--- config.mk ---
export PLATFORM = sky130hd
export DESIGN_NAME = vga_timing_gen
export DESIGN_NICKNAME = d
export VERILOG_FILES = /design/src/rtl/vga_timing_pkg.sv /design/src/rtl/vga_delay_line.sv /design/src/rtl/vga_timing_gen.sv
export SDC_FILE = /design/constraint.sdc
export NUM_CORES = 1
export LEC_CHECK = 0
export CAP_MARGIN = 20
export CORE_MARGIN = 4
export CORE_UTILIZATION = 40
export CTS_CLUSTER_DIAMETER = 150
export DETAILED_ROUTE_END_ITERATION = 10
export SLEW_MARGIN = 20
export SYNTH_ARGS = -nofsm -noshare
export SYNTH_HDL_FRONTEND = slang
export SYNTH_SLANG_ARGS = --single-unit
--- constraint.sdc ---
create_clock -name clk -period 2.05 [get_ports clk]
set_clock_uncertainty 0.05 [all_clocks]
set_input_delay 0.615 -clock clk [delete_from_list [all_inputs] [get_ports clk]]
set_output_delay 0.615 -clock clk [all_outputs]
set_load 0.02 [all_outputs]
--- src/rtl/vga_timing_pkg.sv ---
// Shared timing constants and helpers for the VGA timing generator.
// Holds default porch/sync figures for the two supported panel modes,
// the line/frame length helper and the test-pattern bar colour table
// (the bars are only used when VGA_TEST_PATTERN_EN is defined).
package vga_timing_pkg;

    // 1440x900 @ 60 Hz
    localparam int VGA1440_H_ACTIVE = 1440;
    localparam int VGA1440_H_FP     = 80;
    localparam int VGA1440_H_SYNC   = 152;
    localparam int VGA1440_H_BP     = 232;
    localparam int VGA1440_V_ACTIVE = 900;
    localparam int VGA1440_V_FP     = 1;
    localparam int VGA1440_V_SYNC   = 3;
    localparam int VGA1440_V_BP     = 28;

    // 640x480 @ 60 Hz (both syncs active low on real monitors)
    localparam int VGA640_H_ACTIVE = 640;
    localparam int VGA640_H_FP     = 16;
    localparam int VGA640_H_SYNC   = 96;
    localparam int VGA640_H_BP     = 48;
    localparam int VGA640_V_ACTIVE = 480;
    localparam int VGA640_V_FP     = 10;
    localparam int VGA640_V_SYNC   = 2;
    localparam int VGA640_V_BP     = 33;

    // Raw, active-high timing flags carried down the delay line.
    typedef struct packed {
        logic hs;
        logic vs;
        logic de;
    } sync_bits_t;

    // Full line (clocks) or frame (lines) length from its four segments.
    function automatic int total_len(input int active, input int fp,
                                     input int sync, input int bp);
        return active + fp + sync + bp;
    endfunction

    // On/off state of {r,g,b} for each of the eight colour bars.
    function automatic logic [2:0] bar_rgb(input logic [2:0] idx);
        logic [2:0] rgb;
        case (idx)
            3'd0:    rgb = 3'b111; // white
            3'd1:    rgb = 3'b110; // yellow
            3'd2:    rgb = 3'b011; // cyan
            3'd3:    rgb = 3'b010; // green
            3'd4:    rgb = 3'b101; // magenta
            3'd5:    rgb = 3'b100; // red
            3'd6:    rgb = 3'b001; // blue
            default: rgb = 3'b000; // black
        endcase
        return rgb;
    endfunction

endpackage

--- src/rtl/vga_delay_line.sv ---
// Fixed-depth register pipeline with asynchronous active-low reset.
// DEPTH = 0 degenerates to a plain wire so callers need no special case.
module vga_delay_line #(
    parameter int               WIDTH     = 1,
    parameter int               DEPTH     = 0,
    parameter logic [WIDTH-1:0] RESET_VAL = '0
) (
    input  logic             clk,
    input  logic             rst,
    input  logic [WIDTH-1:0] din,
    output logic [WIDTH-1:0] dout
);

    generate
        if (DEPTH == 0) begin : g_wire
            logic unused_clk_rst;
            assign unused_clk_rst = clk ^ rst;
            assign dout = din;
        end else begin : g_pipe
            logic [WIDTH-1:0] stages [DEPTH];

            // Shift the input one stage per clock; reset loads the idle value everywhere.
            always_ff @(posedge clk or negedge rst) begin
                if (!rst) begin
                    for (int i = 0; i < DEPTH; i++) begin
                        stages[i] <= RESET_VAL;
                    end
                end else begin
                    stages[0] <= din;
                    for (int i = 1; i < DEPTH; i++) begin
                        stages[i] <= stages[i-1];
                    end
                end
            end

            assign dout = stages[DEPTH-1];
        end
    endgenerate

endmodule

--- src/rtl/vga_timing_gen.sv ---
// Parametrised VGA timing generator.
// Stage 0: free-running h/v counters. Stage 1: pixel coordinates and
// line/frame pulses for the renderer. Sync/blanking then wait
// DRAW_LATENCY cycles for the renderer pipeline and are registered
// together with the colour in a final output stage.
// Optional build macro: VGA_TEST_PATTERN_EN adds a test_mode input that
// replaces the renderer colour with eight internally generated bars.
module vga_timing_gen
    import vga_timing_pkg::*;
#(
    parameter int H_ACTIVE     = VGA1440_H_ACTIVE,
    parameter int H_FP         = VGA1440_H_FP,
    parameter int H_SYNC       = VGA1440_H_SYNC,
    parameter int H_BP         = VGA1440_H_BP,
    parameter int V_ACTIVE     = VGA1440_V_ACTIVE,
    parameter int V_FP         = VGA1440_V_FP,
    parameter int V_SYNC       = VGA1440_V_SYNC,
    parameter int V_BP         = VGA1440_V_BP,
    parameter bit HS_POL       = 1'b1,
    parameter bit VS_POL       = 1'b1,
    parameter int COLOR_W      = 4,
    parameter int H_CNT_W      = 11,
    parameter int V_CNT_W      = 10,
    parameter int DRAW_LATENCY = 0,
    parameter int FCNT_W       = 8
) (
    input  logic               clk,
    input  logic               rst,
`ifdef VGA_TEST_PATTERN_EN
    input  logic               test_mode,
`endif
    input  logic [COLOR_W-1:0] draw_r,
    input  logic [COLOR_W-1:0] draw_g,
    input  logic [COLOR_W-1:0] draw_b,
    output logic [COLOR_W-1:0] pix_r,
    output logic [COLOR_W-1:0] pix_g,
    output logic [COLOR_W-1:0] pix_b,
    output logic [H_CNT_W-1:0] curr_x,
    output logic [V_CNT_W-1:0] curr_y,
    output logic               coord_valid,
    output logic               hsync,
    output logic               vsync,
    output logic               de,
    output logic               line_start,
    output logic               frame_start,
    output logic [FCNT_W-1:0]  frame_count
);

    localparam int H_TOTAL = total_len(H_ACTIVE, H_FP, H_SYNC, H_BP);
    localparam int V_TOTAL = total_len(V_ACTIVE, V_FP, V_SYNC, V_BP);

    // Segment boundaries at counter width; "LAST" bounds are inclusive so
    // a zero front porch cannot overflow the comparison constant.
    localparam logic [H_CNT_W-1:0] H_LAST      = H_CNT_W'(H_TOTAL - 1);
    localparam logic [H_CNT_W-1:0] H_SYNC_END  = H_CNT_W'(H_SYNC);
    localparam logic [H_CNT_W-1:0] H_ACT_START = H_CNT_W'(H_SYNC + H_BP);
    localparam logic [H_CNT_W-1:0] H_ACT_LAST  = H_CNT_W'(H_SYNC + H_BP + H_ACTIVE - 1);
    localparam logic [V_CNT_W-1:0] V_LAST      = V_CNT_W'(V_TOTAL - 1);
    localparam logic [V_CNT_W-1:0] V_SYNC_END  = V_CNT_W'(V_SYNC);
    localparam logic [V_CNT_W-1:0] V_ACT_START = V_CNT_W'(V_SYNC + V_BP);
    localparam logic [V_CNT_W-1:0] V_ACT_LAST  = V_CNT_W'(V_SYNC + V_BP + V_ACTIVE - 1);

    logic [H_CNT_W-1:0] hcount;
    logic [V_CNT_W-1:0] vcount;
    logic               h_act;
    logic               v_act;
    sync_bits_t         raw_now;
    sync_bits_t         raw_s1;
    sync_bits_t         raw_d;
    logic [COLOR_W-1:0] src_r;
    logic [COLOR_W-1:0] src_g;
    logic [COLOR_W-1:0] src_b;

    // Counter widths must hold a full line and a full frame; latency is bounded.
    always_comb begin
        assert (H_TOTAL <= (1 << H_CNT_W)) else $error("H_TOTAL does not fit in H_CNT_W");
        assert (V_TOTAL <= (1 << V_CNT_W)) else $error("V_TOTAL does not fit in V_CNT_W");
        assert (DRAW_LATENCY >= 0 && DRAW_LATENCY <= 15) else $error("DRAW_LATENCY out of range");
    end

    // Stage 0: horizontal counter wraps each line, vertical advances on that wrap.
    always_ff @(posedge clk or negedge rst) begin
        if (!rst) begin
            hcount <= '0;
            vcount <= '0;
        end else if (hcount == H_LAST) begin
            hcount <= '0;
            vcount <= (vcount == V_LAST) ? '0 : vcount + 1'b1;
        end else begin
            hcount <= hcount + 1'b1;
        end
    end

    // Decode the current counter position into active-high timing flags.
    always_comb begin
        h_act      = (hcount >= H_ACT_START) && (hcount <= H_ACT_LAST);
        v_act      = (vcount >= V_ACT_START) && (vcount <= V_ACT_LAST);
        raw_now.hs = (hcount < H_SYNC_END);
        raw_now.vs = (vcount < V_SYNC_END);
        raw_now.de = h_act && v_act;
    end

    // Stage 1: coordinates, pulses and raw flags; frame counter ticks with frame_start.
    always_ff @(posedge clk or negedge rst) begin
        if (!rst) begin
            curr_x      <= '0;
            curr_y      <= '0;
            coord_valid <= 1'b0;
            line_start  <= 1'b0;
            frame_start <= 1'b0;
            frame_count <= '0;
            raw_s1      <= '0;
        end else begin
            curr_x      <= raw_now.de ? hcount - H_ACT_START : '0;
            curr_y      <= raw_now.de ? vcount - V_ACT_START : '0;
            coord_valid <= raw_now.de;
            line_start  <= (hcount == '0);
            frame_start <= (hcount == '0) && (vcount == '0);
            raw_s1      <= raw_now;
            if ((hcount == '0) && (vcount == '0)) begin
                frame_count <= frame_count + 1'b1;
            end
        end
    end

    // Sync/blanking wait for the renderer pipeline; idle value is all deasserted.
    vga_delay_line #(
        .WIDTH     (3),
        .DEPTH     (DRAW_LATENCY),
        .RESET_VAL (3'b000)
    ) u_sync_delay (
        .clk  (clk),
        .rst  (rst),
        .din  (raw_s1),
        .dout (raw_d)
    );

`ifdef VGA_TEST_PATTERN_EN
    localparam int                 BAR_W_INT = (H_ACTIVE / 8 > 0) ? H_ACTIVE / 8 : 1;
    localparam logic [H_CNT_W-1:0] BAR_W     = H_CNT_W'(BAR_W_INT);

    logic [H_CNT_W-1:0] x_d;
    logic [H_CNT_W-1:0] bar_full;
    logic [2:0]         bar_idx;
    logic [2:0]         bar_on;

    // The bar column follows the same delay as the renderer so bars line up with de.
    vga_delay_line #(
        .WIDTH     (H_CNT_W),
        .DEPTH     (DRAW_LATENCY),
        .RESET_VAL ('0)
    ) u_x_delay (
        .clk  (clk),
        .rst  (rst),
        .din  (curr_x),
        .dout (x_d)
    );

    // Pick the colour source: generated bars in test mode, renderer otherwise.
    always_comb begin
        bar_full = x_d / BAR_W;
        bar_idx  = (bar_full > H_CNT_W'(7)) ? 3'd7 : bar_full[2:0];
        bar_on   = bar_rgb(bar_idx);
        if (test_mode) begin
            src_r = {COLOR_W{bar_on[2]}};
            src_g = {COLOR_W{bar_on[1]}};
            src_b = {COLOR_W{bar_on[0]}};
        end else begin
            src_r = draw_r;
            src_g = draw_g;
            src_b = draw_b;
        end
    end
`else
    // Colour always comes straight from the renderer.
    always_comb begin
        src_r = draw_r;
        src_g = draw_g;
        src_b = draw_b;
    end
`endif

    // Output stage: apply sync polarity and blank colour outside the active area.
    always_ff @(posedge clk or negedge rst) begin
        if (!rst) begin
            hsync <= ~HS_POL;
            vsync <= ~VS_POL;
            de    <= 1'b0;
            pix_r <= '0;
            pix_g <= '0;
            pix_b <= '0;
        end else begin
            hsync <= raw_d.hs ? HS_POL : ~HS_POL;
            vsync <= raw_d.vs ? VS_POL : ~VS_POL;
            de    <= raw_d.de;
            pix_r <= raw_d.de ? src_r : '0;
            pix_g <= raw_d.de ? src_g : '0;
            pix_b <= raw_d.de ? src_b : '0;
        end
    end

endmodule

==> flow_summary.json <==
{
  "io-pin-count": 61,
  "grt_pass1_wl_um": 10500,
  "p_sw_frac": 0.201,
  "dr.pass1.iters": 4,
  "grt_max_degree": 29,
  "path_buf_inv": 1,
  "synth_fp_nets": 299,
  "fill_cells": 663,
  "slowest_delay_ps": 610,
  "cap_violations": 0,
  "cp_cell_sequence": "clkdlybuf4s50_1",
  "synth_seq_cells": 70,
  "seq_area_frac_synth": 0.581,
  "drive_above_1_share": 0.107,
  "cp-start-kind": "flop",
  "syn_area_per_cell_sq_um": 10.9,
  "p_seq_frac": 0.501,
  "p_int_uw": 2200,
  "final_util": 0.550,
  "crit_slowest_cell": "clkdlybuf4s50_1",
  "synth_flop_cell": "dfrtp_1",
  "multi_input_area_sq_um": 1140,
  "rsz0062_at_grt": "no",
  "cts_buffers": 9,
  "setup_violations": 0,
  "hold_path_class": "input port to async pin",
  "tns_ps": 0,
  "grt_usage": 0.153,
  "final_cell_count_no_fill": 446,
  "ir_drop_mv": 0.291,
  "num_rows": 31,
  "tightest_slew_ps": 445,
  "viasPerCell": 4.74,
  "wirelength_um": 6240,
  "worst_hold_slack_ps": 161,
  "status": "finished, final reports clean",
  "hpwl_um": 4490,
  "grt_pass1_vias": 2250,
  "drt_iter0_drc": 88,
  "seqCellArea_sq_um": 1750,
  "area_delta_synth_final_pct": 33.1,
  "die_area_sq_um": 8990,
  "wl_per_cell_um": 14.0,
  "synth_edf_count": 0,
  "fp.dieH_um": 94.8,
  "synth_cell_types": 40,
  "cp.required_ps": 1380,
  "antenna_left": 0,
  "cp_top_family": "buffers and inverters",
  "pwr-share-clk": 0.477,
  "final_nets": 365,
  "clkTransAtPathRegs_ps": 70,
  "hold_viol_final": 0,
  "core_sq_um": 7290,
  "antenna_cells": 0,
  "fp.dieW_um": 94.8,
  "h-tree-depth": 3,
  "cts_tree": "done",
  "overflow": 0,
  "layout_min_cycle_time_ps": 1960,
  "place_congestion": 0.787,
  "p_per_area_nw_per_um2": 686,
  "p_sw_uw": 554,
  "cts_hold_buf": 0,
  "place_inst": 430,
  "ys_warn_count": 0,
  "vias": 2113,
  "min_period_over_period": 0.956,
  "clock_tree.buffer_depth": 2,
  "cts_root_buf": "clkbuf_8",
  "clk_latency_ps": 340,
  "r2r_setup_slack_ps": 210,
  "crit_arrival_ps": 1300,
  "cp_max_fo": 1,
  "antenna_found_initial": 0,
  "power.leakage_uw": 0.00190,
  "drc_errors": 0,
  "end_kind": "primary output",
  "syn_area_sq_um": 3010,
  "start_util": 0.413,
  "synthCells": 276,
  "slew_headroom": 0.703,
  "report.final.slew_viol_count": 0,
  "port_buffers": 60,
  "cts.sinks": 70,
  "pwr-share-comb": 0.021,
  "critPathKind": "flop to primary output",
  "clock.fmax_mhz": 510,
  "async_flop_share": 1.00
}
==> layout by cell type (no fill, tap or decap), types with 3 or more instances in the layout <==
| master | Yosys | layout |
|---|---|---|
| o21ai_0 | 7 | 7 |
| dfrtp_1 | 70 | 70 |
| nand4_1 | 4 | 4 |
| a31oi_1 | 4 | 4 |
| nor4_1 | 4 | 4 |
| inv_1 | 17 | 17 |
| a21oi_1 | 3 | 3 |
| and2_1 | 13 | 13 |
| buf_4 | 1 | 7 |
| nand3_1 | 11 | 11 |
| dlymetal6s2s_1 | 0 | 3 |
| nor2_1 | 39 | 39 |
| dlygate4sd2_1 | 0 | 5 |
| ha_1 | 9 | 9 |
| and3_1 | 5 | 5 |
| o21ai_1 | 5 | 5 |
| xor2_1 | 11 | 11 |
| clkdlybuf4s50_1 | 0 | 51 |
| nand2_1 | 11 | 11 |
| xnor2_1 | 16 | 16 |
| nor3_1 | 8 | 7 |
| nor4_2 | 3 | 3 |
| clkbuf_8 | 0 | 12 |
==> synthesized netlist by cell type (3+ instances only) <==
library cell	number	area, sq um
nand2_1	11	41.3
a21oi_1	3	15.0
buf_2	9	45.0
o21ai_0	7	35.0
and2_1	13	81.3
a31oi_1	4	25.0
ha_1	9	113
inv_1	17	63.8
nor4_2	3	37.5
o21ai_1	5	25.0
nor3_1	8	40.0
xnor2_1	16	140
clkbuf_1	4	15.0
nor4_1	4	25.0
xor2_1	11	96.3
dfrtp_1	70	1750
nand4_1	4	25.0
and3_1	5	31.3
nand3_1	11	55.1
nor2_1	39	146
==> power by group through the flow <==
stage | clock network (uW) | registers (uW) | logic (uW)
3_5_place_dp | 0 | 1410 | 61.2
6_report | 1310 | 1380 | 58.3
3_3_place_gp | 0 | 1410 | 60.3
5_1_grt | 1420 | 1380 | 66.4
2_1_floorplan | 0 | 1410 | 0.0155
4_1_cts | 1360 | 1380 | 61.7
==> registers in the layout (all words and copies together), names as in the netlist, 3 cells and up <==
name / cells
curr_x: 11
hcount: 11
curr_y: 10
vcount: 10
frame_count: 8
pix_b: 4
pix_g: 4
pix_r: 4
raw_s1: 3
==> kinds of logic after synthesis <==
group | count (synthesis) | share of synthesized area
compound gates | 28 | 0.0590
xor+xnor | 27 | 0.0785
fa+ha+maj | 9 | 0.0374
buf+inv | 31 | 0.0436
flops | 70 | 0.581
mux | 1 | 0.00374
simple gates | 110 | 0.196
==> per-stage QoR <==
step	total power (uW)	cell area, sq um	setup slack (ps)
2_1_floorplan	1410	3010	333
3_3_place_gp	1470	3760	159
3_5_place_dp	1470	3760	99.5
4_1_cts	2800	3990	8.24
5_1_grt	2870	4010	2.51
6_report	2750	4010	89.3
==> area by class of cell <==
class                           count  area share
Clock inverter                      4      0.0190
Tap cell                           99      0.0309
Sequential cell                    70       0.437
Timing Repair Buffer               69       0.172
Inverter                           17      0.0159
Multi-Input combinational cell    175       0.284
Clock buffer                       12      0.0412
==> final timing paths <==
check | end | from | cells after the start
setup reg to reg | curr_x[1] | vcount[1] | 7
max in group asynchronous | curr_x[0] | rst | 2
setup / recovery | curr_x[2] | curr_x[2] | 1
hold reg to reg | vsync | raw_s1[1] | 0
min in group clk | vsync | raw_s1[1] | 0
hold / removal | frame_count[5] | rst | 1
==> routing by layer <==
layer,vias to the layer above,track usage,wire length [um]
met5,-,0,0
met4,0,0.0781,106
met3,9,0.0454,417
met2,64,0.232,2780
met1,997,0.200,2930
li1,1043,-,-
==> timing repair <==
action	4_1_cts	5_1_grt
setup buffers	0	0
hold endpoints to repair	0	0
endpoints found under the setup margin	5	7
gates resized for setup	5	5
==> worst register-to-register path, cell delays in order, from the launching register on <==
cell and delay (ps):
dfrtp_1 440, ha_1 350, nand4_1 220, a31oi_1 180
o31a_1 170, nand2_1 70, buf_4 170, nor2_1 110
Power figures use the tool's default switching activity.
